$ cat src/rtl/music_pkg.sv
// rtl/music_pkg.sv - shared constants, state encoding and song table for the music sequencer
package music_pkg;

    localparam int NSONG  = 4;
    localparam int ROM_AW = 8;

    typedef enum logic [2:0] {
        S_IDLE  = 3'd0,
        S_FETCH = 3'd1,
        S_PLAY  = 3'd2,
        S_GAP   = 3'd3,
        S_PAUSE = 3'd4
    } state_t;

    // Inclusive address range of each song in the note ROM; song 0 is the original tune.
    localparam logic [ROM_AW-1:0] SONG_START [NSONG] = '{8'd0,   8'd138, 8'd180, 8'd220};
    localparam logic [ROM_AW-1:0] SONG_END   [NSONG] = '{8'd137, 8'd179, 8'd219, 8'd255};

endpackage

$ cat src/rtl/music_seq_gap_timer.sv
// rtl/music_seq_gap_timer.sv - load/count/expire down-counter for the articulation gap
// Ports: clk, rst_n (async active-low), load (preset to GAP_CYC-1),
//        en (count while high), expire (en and counter at zero).
module gap_timer #(
    parameter int GAP_CYC = 4096,
    localparam int CW = (GAP_CYC > 1) ? $clog2(GAP_CYC) : 1
) (
    input  logic clk,
    input  logic rst_n,
    input  logic load,
    input  logic en,
    output logic expire
);

    logic [CW-1:0] cnt;

    always_ff @(posedge clk or negedge rst_n) begin
        if (!rst_n) begin
            cnt <= '0;
        end else if (load) begin
            cnt <= CW'(GAP_CYC - 1);
        end else if (en && (cnt != '0)) begin
            cnt <= cnt - 1'b1;
        end
    end

    // Loaded with GAP_CYC-1 so that the muted window is exactly GAP_CYC cycles.
    assign expire = en && (cnt == '0);

endmodule

$ cat src/rtl/music_seq_ctrl.sv
// rtl/music_seq_ctrl.sv - playback sequencer: ROM address stepping, play/pause/stop/next, note articulation
// Ports: clk, rst_n (async active-low); tick tempo strobe; btn_play/btn_stop/btn_next
//        1-cycle button pulses; loop_en level; rom_addr/rom_q synchronous ROM port;
//        note_idx to f_code (0 = silent); playing, song_sel, step, song_done status.
module music_seq_ctrl
    import music_pkg::*;
#(
    parameter int AW      = 8,
    parameter int DW      = 4,
    parameter int NSONG   = music_pkg::NSONG,
    parameter int GAP_CYC = 4096,
    parameter int ART_EN  = 1
) (
    input  logic          clk,
    input  logic          rst_n,
    input  logic          tick,
    input  logic          btn_play,
    input  logic          btn_stop,
    input  logic          btn_next,
    input  logic          loop_en,
    output logic [AW-1:0] rom_addr,
    input  logic [DW-1:0] rom_q,
    output logic [DW-1:0] note_idx,
    output logic          playing,
    output logic [1:0]    song_sel,
    output logic [AW-1:0] step,
    output logic          song_done
);

    state_t        state, state_n;
    logic [AW-1:0] addr_n, step_n;
    logic [1:0]    song_n, song_nx;
    logic [DW-1:0] note_n, prev, prev_n, held, held_n;
    logic          skip, skip_n;          // next fetch is a resume from pause: never gap
    logic          fetch_rdy, fetch_rdy_n; // rom_q reflects rom_addr from this cycle on
    logic          done_n, gap_load, gap_expire, repeat_note;

    assign song_nx     = (32'(song_sel) >= NSONG - 1) ? 2'd0 : song_sel + 2'd1;
    assign repeat_note = (ART_EN != 0) && (rom_q == prev) && (rom_q != '0) && !skip;

    gap_timer #(.GAP_CYC(GAP_CYC)) u_gap (
        .clk    (clk),
        .rst_n  (rst_n),
        .load   (gap_load),
        .en     (state == S_GAP),
        .expire (gap_expire)
    );

    always_comb begin
        state_n     = state;
        addr_n      = rom_addr;
        step_n      = step;
        song_n      = song_sel;
        note_n      = note_idx;
        prev_n      = prev;
        held_n      = held;
        skip_n      = skip;
        fetch_rdy_n = 1'b0;
        done_n      = 1'b0;
        gap_load    = 1'b0;

        if (btn_stop) begin
            state_n = S_IDLE;
            addr_n  = AW'(SONG_START[song_sel]);
            step_n  = '0;
            note_n  = '0;
            prev_n  = '0;
            skip_n  = 1'b0;
        end else if (btn_next) begin
            song_n  = song_nx;
            addr_n  = AW'(SONG_START[song_nx]);
            step_n  = '0;
            note_n  = '0;
            prev_n  = '0;
            skip_n  = 1'b0;
            state_n = (state == S_PLAY || state == S_GAP || state == S_FETCH) ? S_FETCH : S_IDLE;
        end else if (btn_play && state != S_FETCH) begin
            if (state == S_PLAY || state == S_GAP) begin
                state_n = S_PAUSE;
                note_n  = '0;
            end else begin
                state_n = S_FETCH;
                skip_n  = (state == S_PAUSE);
            end
        end else begin
            case (state)
                S_IDLE: begin
                    note_n = '0;
                    prev_n = '0;
                    skip_n = 1'b0;
                end
                S_FETCH: begin
                    if (!fetch_rdy) begin
                        fetch_rdy_n = 1'b1;
                    end else begin
                        prev_n = rom_q;
                        skip_n = 1'b0;
                        if (repeat_note) begin
                            note_n   = '0;
                            held_n   = rom_q;
                            gap_load = 1'b1;
                            state_n  = S_GAP;
                        end else begin
                            note_n  = rom_q;
                            state_n = S_PLAY;
                        end
                    end
                end
                S_GAP: begin
                    if (gap_expire) begin
                        note_n  = held;
                        state_n = S_PLAY;
                    end
                end
                S_PLAY: begin
                    if (tick) begin
                        if (rom_addr == AW'(SONG_END[song_sel])) begin
                            addr_n = AW'(SONG_START[song_sel]);
                            step_n = '0;
                            prev_n = '0;
                            if (loop_en) begin
                                state_n = S_FETCH;
                            end else begin
                                state_n = S_IDLE;
                                note_n  = '0;
                                done_n  = 1'b1;
                            end
                        end else begin
                            addr_n  = rom_addr + 1'b1;
                            step_n  = step + 1'b1;
                            state_n = S_FETCH;
                        end
                    end
                end
                default: ;
            endcase
        end
    end

    always_ff @(posedge clk or negedge rst_n) begin
        if (!rst_n) begin
            state     <= S_IDLE;
            rom_addr  <= AW'(SONG_START[0]);
            step      <= '0;
            song_sel  <= 2'd0;
            note_idx  <= '0;
            prev      <= '0;
            held      <= '0;
            skip      <= 1'b0;
            fetch_rdy <= 1'b0;
            song_done <= 1'b0;
        end else begin
            state     <= state_n;
            rom_addr  <= addr_n;
            step      <= step_n;
            song_sel  <= song_n;
            note_idx  <= note_n;
            prev      <= prev_n;
            held      <= held_n;
            skip      <= skip_n;
            fetch_rdy <= fetch_rdy_n;
            song_done <= done_n;
        end
    end

    assign playing = (state == S_PLAY) || (state == S_GAP);

endmodule
$ cat config.mk
export PLATFORM = sky130hd
export DESIGN_NAME = music_seq_ctrl
export DESIGN_NICKNAME = d
export VERILOG_FILES = /design/src/rtl/music_pkg.sv /design/src/rtl/music_seq_gap_timer.sv /design/src/rtl/music_seq_ctrl.sv
export SDC_FILE = /design/constraint.sdc
export NUM_CORES = 1
export LEC_CHECK = 0
export CORE_ASPECT_RATIO = 1.4
export CORE_UTILIZATION = 45
export CTS_CLUSTER_DIAMETER = 100
export CTS_CLUSTER_SIZE = 16
export DETAILED_ROUTE_END_ITERATION = 12
export PLACE_DENSITY = 0.68
export SYNTH_ARGS = -nofsm -noshare
export SYNTH_HDL_FRONTEND = slang
export SYNTH_SLANG_ARGS = --single-unit
$ cat constraint.sdc
create_clock -name clk -period 2.45 [get_ports clk]
set_input_delay 0.245 -clock clk [delete_from_list [all_inputs] [get_ports clk]]
set_output_delay 0.245 -clock clk [all_outputs]
set_load 0.02 [all_outputs]
**Word level (Yosys, flattened, before mapping)**

Cells that the tools add are included.

- Reductions and logical operators: 26
- Multiplexer cells: 78
- Div/mod/pow operators: 0
- $lt $le $gt $ge: 3
- Bitwise gates (word level): 5
- Add/subtract/negate cells: 4
- Eq/ne operators: 18
- Multiply operators: 0
- Shifts and indexed selects: 0

Operators with widths:

| kind | count |
|---|---|
| $mux W8 | 18 |
| $mux W4 | 16 |
| $bmux W8 S2 | 3 |
| $mux W1 | 26 |
| $mux W12 | 2 |
| $mux W3 | 8 |
| $ne A4 B4 Y1 const B | 5 |
| $ne A5 B5 Y1 const B | 4 |
| $add A8 B1 Y8 const B | 2 |
| $pmux W4 S4 | 1 |
| $logic_not A12 Y1 | 1 |
| $pmux W4 S3 | 1 |
| $reduce_bool A12 Y1 | 1 |
| $sub A12 B1 Y12 const B | 1 |
| $reduce_bool A5 Y1 | 2 |
| $pmux W3 S3 | 1 |
| $eq A8 B8 Y1 | 1 |
| $reduce_and A7 Y1 | 1 |
| $reduce_bool A7 Y1 | 1 |
| $eq A3 B2 Y1 const B | 2 |
| $ge A3 B3 Y1 const B | 2 |
| $not A2 Y3 | 2 |
| $reduce_and A3 Y1 | 2 |
| $reduce_and A6 Y1 | 1 |
| 22 further kinds | 30 |

- Bits in latches: 0
- ROM bits: 0
- Memory bits (writable): 0
- Word-level logic and storage cells: 145
- Register bits: 48
- Output and inout port bits: 24
- Memories kept: 0

**Depth between registers and ports, before layout**

- Depth in word-level cells: 11
- Gate-level depth with buffers: 10
- Mapped depth without buffers: 8

**Hierarchy**

Synthesis repeated with hierarchy kept, for this count alone.

- Cell total of the unflattened synthesis: 323
- Area, all modules: 3119.2 um2

By module, submodules not included:

| module | cells each | area each (um2) | instances |
|---|---|---|---|
| music_seq_ctrl | 256 | 2433.6 | 1 |
| gap_timer | 67 | 685.7 | 1 |

**Worst setup path before layout**

Ideal clock, no wire load.

- Kind: register to register
- Start point: register song_sel[0]
- End point: register note_idx[0]
- Setup slack: 0.116 ns
- Stages on the path, launching flop included: 10
- Arrival time: 2.209 ns
- Library setup time: 0.125 ns
- Path through: dfrtp_1 > inv_1 > ha_1 > nor3b_1 > o2111ai_1 > or2_0 > buf_2 > o211ai_1 > nand2_1 > mux2_2

- Word-level cells in the longest chain between the ends: 7

Ends and longest elaborated chain:

| element | RTL line | source |
|---|---|---|
| from (decl) | music_seq_ctrl.sv:25 | `output logic [1:0] song_sel,` |
| from (signal assigned) | music_seq_ctrl.sv:156 | `song_sel <= song_n;` |
| $not A2 Y3 (not written as such) | music_seq_ctrl.sv:117 | `if (rom_addr == AW'(SONG_END[song_sel])) begin` |
| $bmux W8 S2 | music_seq_ctrl.sv:117 |  |
| $mux W8 (not written as such) (2 in a row) | music_seq_ctrl.sv:117 |  |
| $eq A8 B8 Y1 | music_seq_ctrl.sv:117 |  |
| $ne A5 B5 Y1 (no line) | n/a |  |
| $reduce_and A7 Y1 (no line) | n/a |  |
| to (signal assigned) | music_seq_ctrl.sv:157 | `note_idx <= note_n;` |
| to (decl) | music_seq_ctrl.sv:23 | `output logic [DW-1:0] note_idx,` |

Every way passes these cells. The select of a mux whose other input is x is not followed.
A chain may end at the register's enable or synchronous reset.

**Worst setup path in the final report**

- Start point: register song_sel[0]
- End point: register step[3]

- Word-level cells in the longest chain between the ends: 11

Ends and longest elaborated chain:

| element | RTL line | source |
|---|---|---|
| $not A2 Y3 (not written as such) | music_seq_ctrl.sv:117 |  |
| $bmux W8 S2 | music_seq_ctrl.sv:117 |  |
| $mux W8 (not written as such) (2 in a row) | music_seq_ctrl.sv:117 |  |
| $eq A8 B8 Y1 | music_seq_ctrl.sv:117 |  |
| $mux W8 | music_seq_ctrl.sv:117 |  |
| $mux W8 | music_seq_ctrl.sv:116 | `if (tick) begin` |
| $mux W8 | music_seq_ctrl.sv:86 | `case (state)` |
| $mux W8 | music_seq_ctrl.sv:77 | `end else if (btn_play && state != S_FETCH) begin` |
| $mux W8 | music_seq_ctrl.sv:69 | `end else if (btn_next) begin` |
| $mux W8 | music_seq_ctrl.sv:62 | `if (btn_stop) begin` |
| to (signal assigned) | music_seq_ctrl.sv:155 | `step <= step_n;` |
| to (decl) | music_seq_ctrl.sv:26 | `output logic [AW-1:0] step,` |

Every way passes these cells. The select of a mux whose other input is x is not followed.

==> flow_summary_export.csv <==
group,metric,value,unit
outcome,status,"finished, final reports clean",
worst_setup_path,path_cells,"buf_4 -> ha_1 -> xnor2_1 -> nand3_1 -> or2_0 -> buf_4 -> o21ai_1 -> nor2_1",
sta,final-setup-viol-count,0,
clock_network,h-tree-depth,2,
clock_network,cts_tree,"built",
global_routing,grt_start_max_net_pins,25,
logic_synthesis,yosysTopAreaCell,"dfrtp_1",
worst_setup_path,path_max_fanout,13,
clock_network,cts_buffer_depth,2,
clock_network,clock_latency,0.30,ns
logic_synthesis,ys_async_sr_fraction,1.00,
sta,rsz0062_at_grt,"false",
floorplanning,core_area,6170,um2
logic_synthesis,ys_ff_latch,48,
drt,ant_nets,0,
sta,period_minus_slack,2.24,ns
place,dp_hpwl,5180,um
pwr,p_seq_frac,0.427,
drt,via_per_inst,5.74,
drt,wl_per_cell,15.9,um
logic_synthesis,synth_cell_types,58,
place,place.gp.congestion,0.817,
final_layout,area_growth,22.0,%
floorplanning,ios,35,
floorplanning,start_util,0.465,
worst_setup_path,worstSetupPathType,"flop to flop",
clock_network,path_clk_slew,0.09,ns
logic_synthesis,synthTopCellsByCount,"48 x dfrtp_1, 35 x nor2_1, 27 x nand2_1",
place,place.port_buffers,34,
global_routing,antenna_found_initial,0,
pwr,leakagePower,1.45,nW
final_layout,n_antenna_cell,0,
drt,top_layer_used,"met4",
drt,routed_wirelength,6860,um
floorplanning,die_y,96.5,um
drt,met2WireLength,3690,um
sta,maxSlewViolCount,0,
global_routing,grt_pass1_wl,11500,um
worst_setup_path,endpoint_kind,"flop",
clock_network,post_cts.repair.setup_buffers,0,
final_layout,fin_util,0.568,
logic_synthesis,ys.flop_type,"dfrtp_1",
logic_synthesis,synthCells,309,
global_routing,grt_pass1_vias,2444,
worst_setup_path,cp-start-kind,"flop",
drt,met3_length,144,um
worst_setup_path,critPathTopFamily,"simple AND/OR/NAND/NOR gates",
pwr,power_density,670,nW/um2
global_routing,gr-total-overflow,0,
sta,hold_violations,0,
logic_synthesis,synth_edf_count,0,
worst_setup_path,cpPeakStageDelay,0.43,ns
worst_setup_path,crit_required,2.62,ns
drt,drt_first_iter_violations,108,
drt,vias,2479,
place,numPlacedInstances,423,
clock_network,cts_sinks,48,
global_routing,grt_usage,0.214,
sta,post-route-period-util,0.914,
pwr,power.internal,1.54,mW
final_layout,final_cells,432,
logic_synthesis,synth.avg_cell_area,9.29,um2
sta,slew_headroom,0.640,
floorplanning,num_rows,34,
sta,fin_skew,0.00476,ns
floorplanning,die_w,69.5,um
run,maxCapViolCount,0,
final_layout,drive_gt1_frac,0.119,
floorplanning,die_area,6710,um2
pwr,p_sw_frac,0.344,
pwr,p_total,2.35,mW
clock_network,cts_root_buf,"clkbuf_8",
logic_synthesis,netlist_area,2870,um2
pwr,clkPwrFrac,0.245,
pwr,ir_drop,431,uV
pwr,comb_power_share,0.328,
final_layout,fillers,566,
worst_setup_path,cp.buffers_inverters,2,
sta,setup_tns,0,ns
worst_setup_path,critPathMostFrequentCell,"buf_4",
clock_network,numCtsBuffers,5,
final_layout,nets,380,
logic_synthesis,synth-seq-area-share,0.418,
sta,max_freq,447,MHz
worst_setup_path,crit_slowest_cell,"o21ai_1",
drt,route.detailed.drc,0,
logic_synthesis,syn-num-nets,330,
logic_synthesis,yosys_warnings,0,
worst_setup_path,r2r-start,"song_sel[0]",
worst_setup_path,cp.arrival,2.41,ns
logic_synthesis,synth_top_area_frac,0.418,
drt,drtPass1Iterations,4,
drt,wl_met1,2920,um
hold_path,hold_class,"input pin to asynchronous set/reset pin",
logic_synthesis,yosysMostFrequentCell,"dfrtp_1",
pwr,power_switching,0.807,mW
worst_setup_path,cp-startpoint,"song_sel[0]",
sta,tightest_slew,0.540,ns
logic_synthesis,synthTopCellsByArea,"dfrtp_1 42%, nor2_1 4.6%, ha_1 4.4%",
[stage by stage]
stage | instance area, um2 | worst slack (ns) | hold slack [ns]
2_1_floorplan | 2870 | 0.116 | -0.0506
3_3_place_gp | 3380 | 0.220 | 0.257
3_5_place_dp | 3380 | 0.186 | 0.263
4_1_cts | 3500 | 0.186 | 0.464
5_1_grt | 3500 | 0.0303 | 0.495
6_report | 3500 | 0.210 | 0.445
[path summary, 6_finish.rpt]
| path | end | depth (start not counted) | slack, ns |
|---|---|---|---|
| setup reg to reg | step[3] | 8 | 0.21 |
| max in group asynchronous | rom_addr[3] | 3 | 1.39 |
| min in group clk | held[3] | 1 | 0.51 |
| hold / removal | step[7] | 2 | 0.44 |
| setup / recovery | step[3] | 8 | 0.21 |
| hold reg to reg | held[3] | 1 | 0.51 |
[area by class of cell]
class	instances	area, um2	share of cell area
Clock buffer	6	72.6	0.0207
Clock inverter	2	35.0	0.0100
Inverter	8	30.0	0.00857
Multi-Input combinational cell	242	1590	0.453
Sequential cell	48	1200	0.343
Tap cell	72	90.1	0.0257
Timing Repair Buffer	54	488	0.139
[layout by cell type (no fill, tap or decap), drive strengths merged, types with 4 or more instances in the layout]
master / instances
or3: 4
dfrtp: 48
mux2: 9
clkbuf: 6
ha: 10
inv: 8
clkdlybuf4s50: 33
o21ai: 23
a21oi: 21
xnor2: 11
nor2b: 5
nand3: 10
nor3: 12
nor2: 35
nor3b: 6
a32o: 4
a32oi: 4
xor2: 9
and3: 5
buf: 20
nand2: 27
[what timing repair did]
| item | in CTS | in global routing |
|---|---|---|
| endpoints found under the setup margin | 0 | 1 |
| gates resized for setup | 0 | 1 |
| endpoints found under the hold margin | 22 | 0 |
| hold buffers | 1 | 0 |
[power groups by stage]
| stage | registers [mW] | logic (mW) | clock network, mW |
|---|---|---|---|
| after floorplan | 1.07 | 0.385 | 0 |
| after global placement | 1.02 | 0.759 | 0 |
| after detailed placement | 1.01 | 0.769 | 0 |
| after CTS | 1.00 | 0.774 | 0.588 |
| after global routing | 1.02 | 0.851 | 0.619 |
| final | 1.00 | 0.771 | 0.576 |
[metal layers]
layer  up-vias  track usage
met4         0       0.0680
met1      1209        0.249
met2        34        0.407
met3        14       0.0290
met5         -            0
li1       1222            -
[logic make-up (layout without fill, tap and decap cells)]
family,Yosys count,in the layout,share of synthesized area
simple gates,125,125,0.232
compound gates,76,76,0.174
flops,48,48,0.418
xor+xnor,20,20,0.0610
buf+inv,19,70,0.0292
mux,11,11,0.0423
fa+ha+maj,10,10,0.0436
[sequential cells by signal (all words and copies together), names as in the netlist, 2 cells and up]
signal	flops
rom_addr	8
state	3
song_sel	2
step	8
note_idx	4
u_gap.cnt	12
prev	4
held	4
No activity file was read; power rests on OpenSTA's default activity.
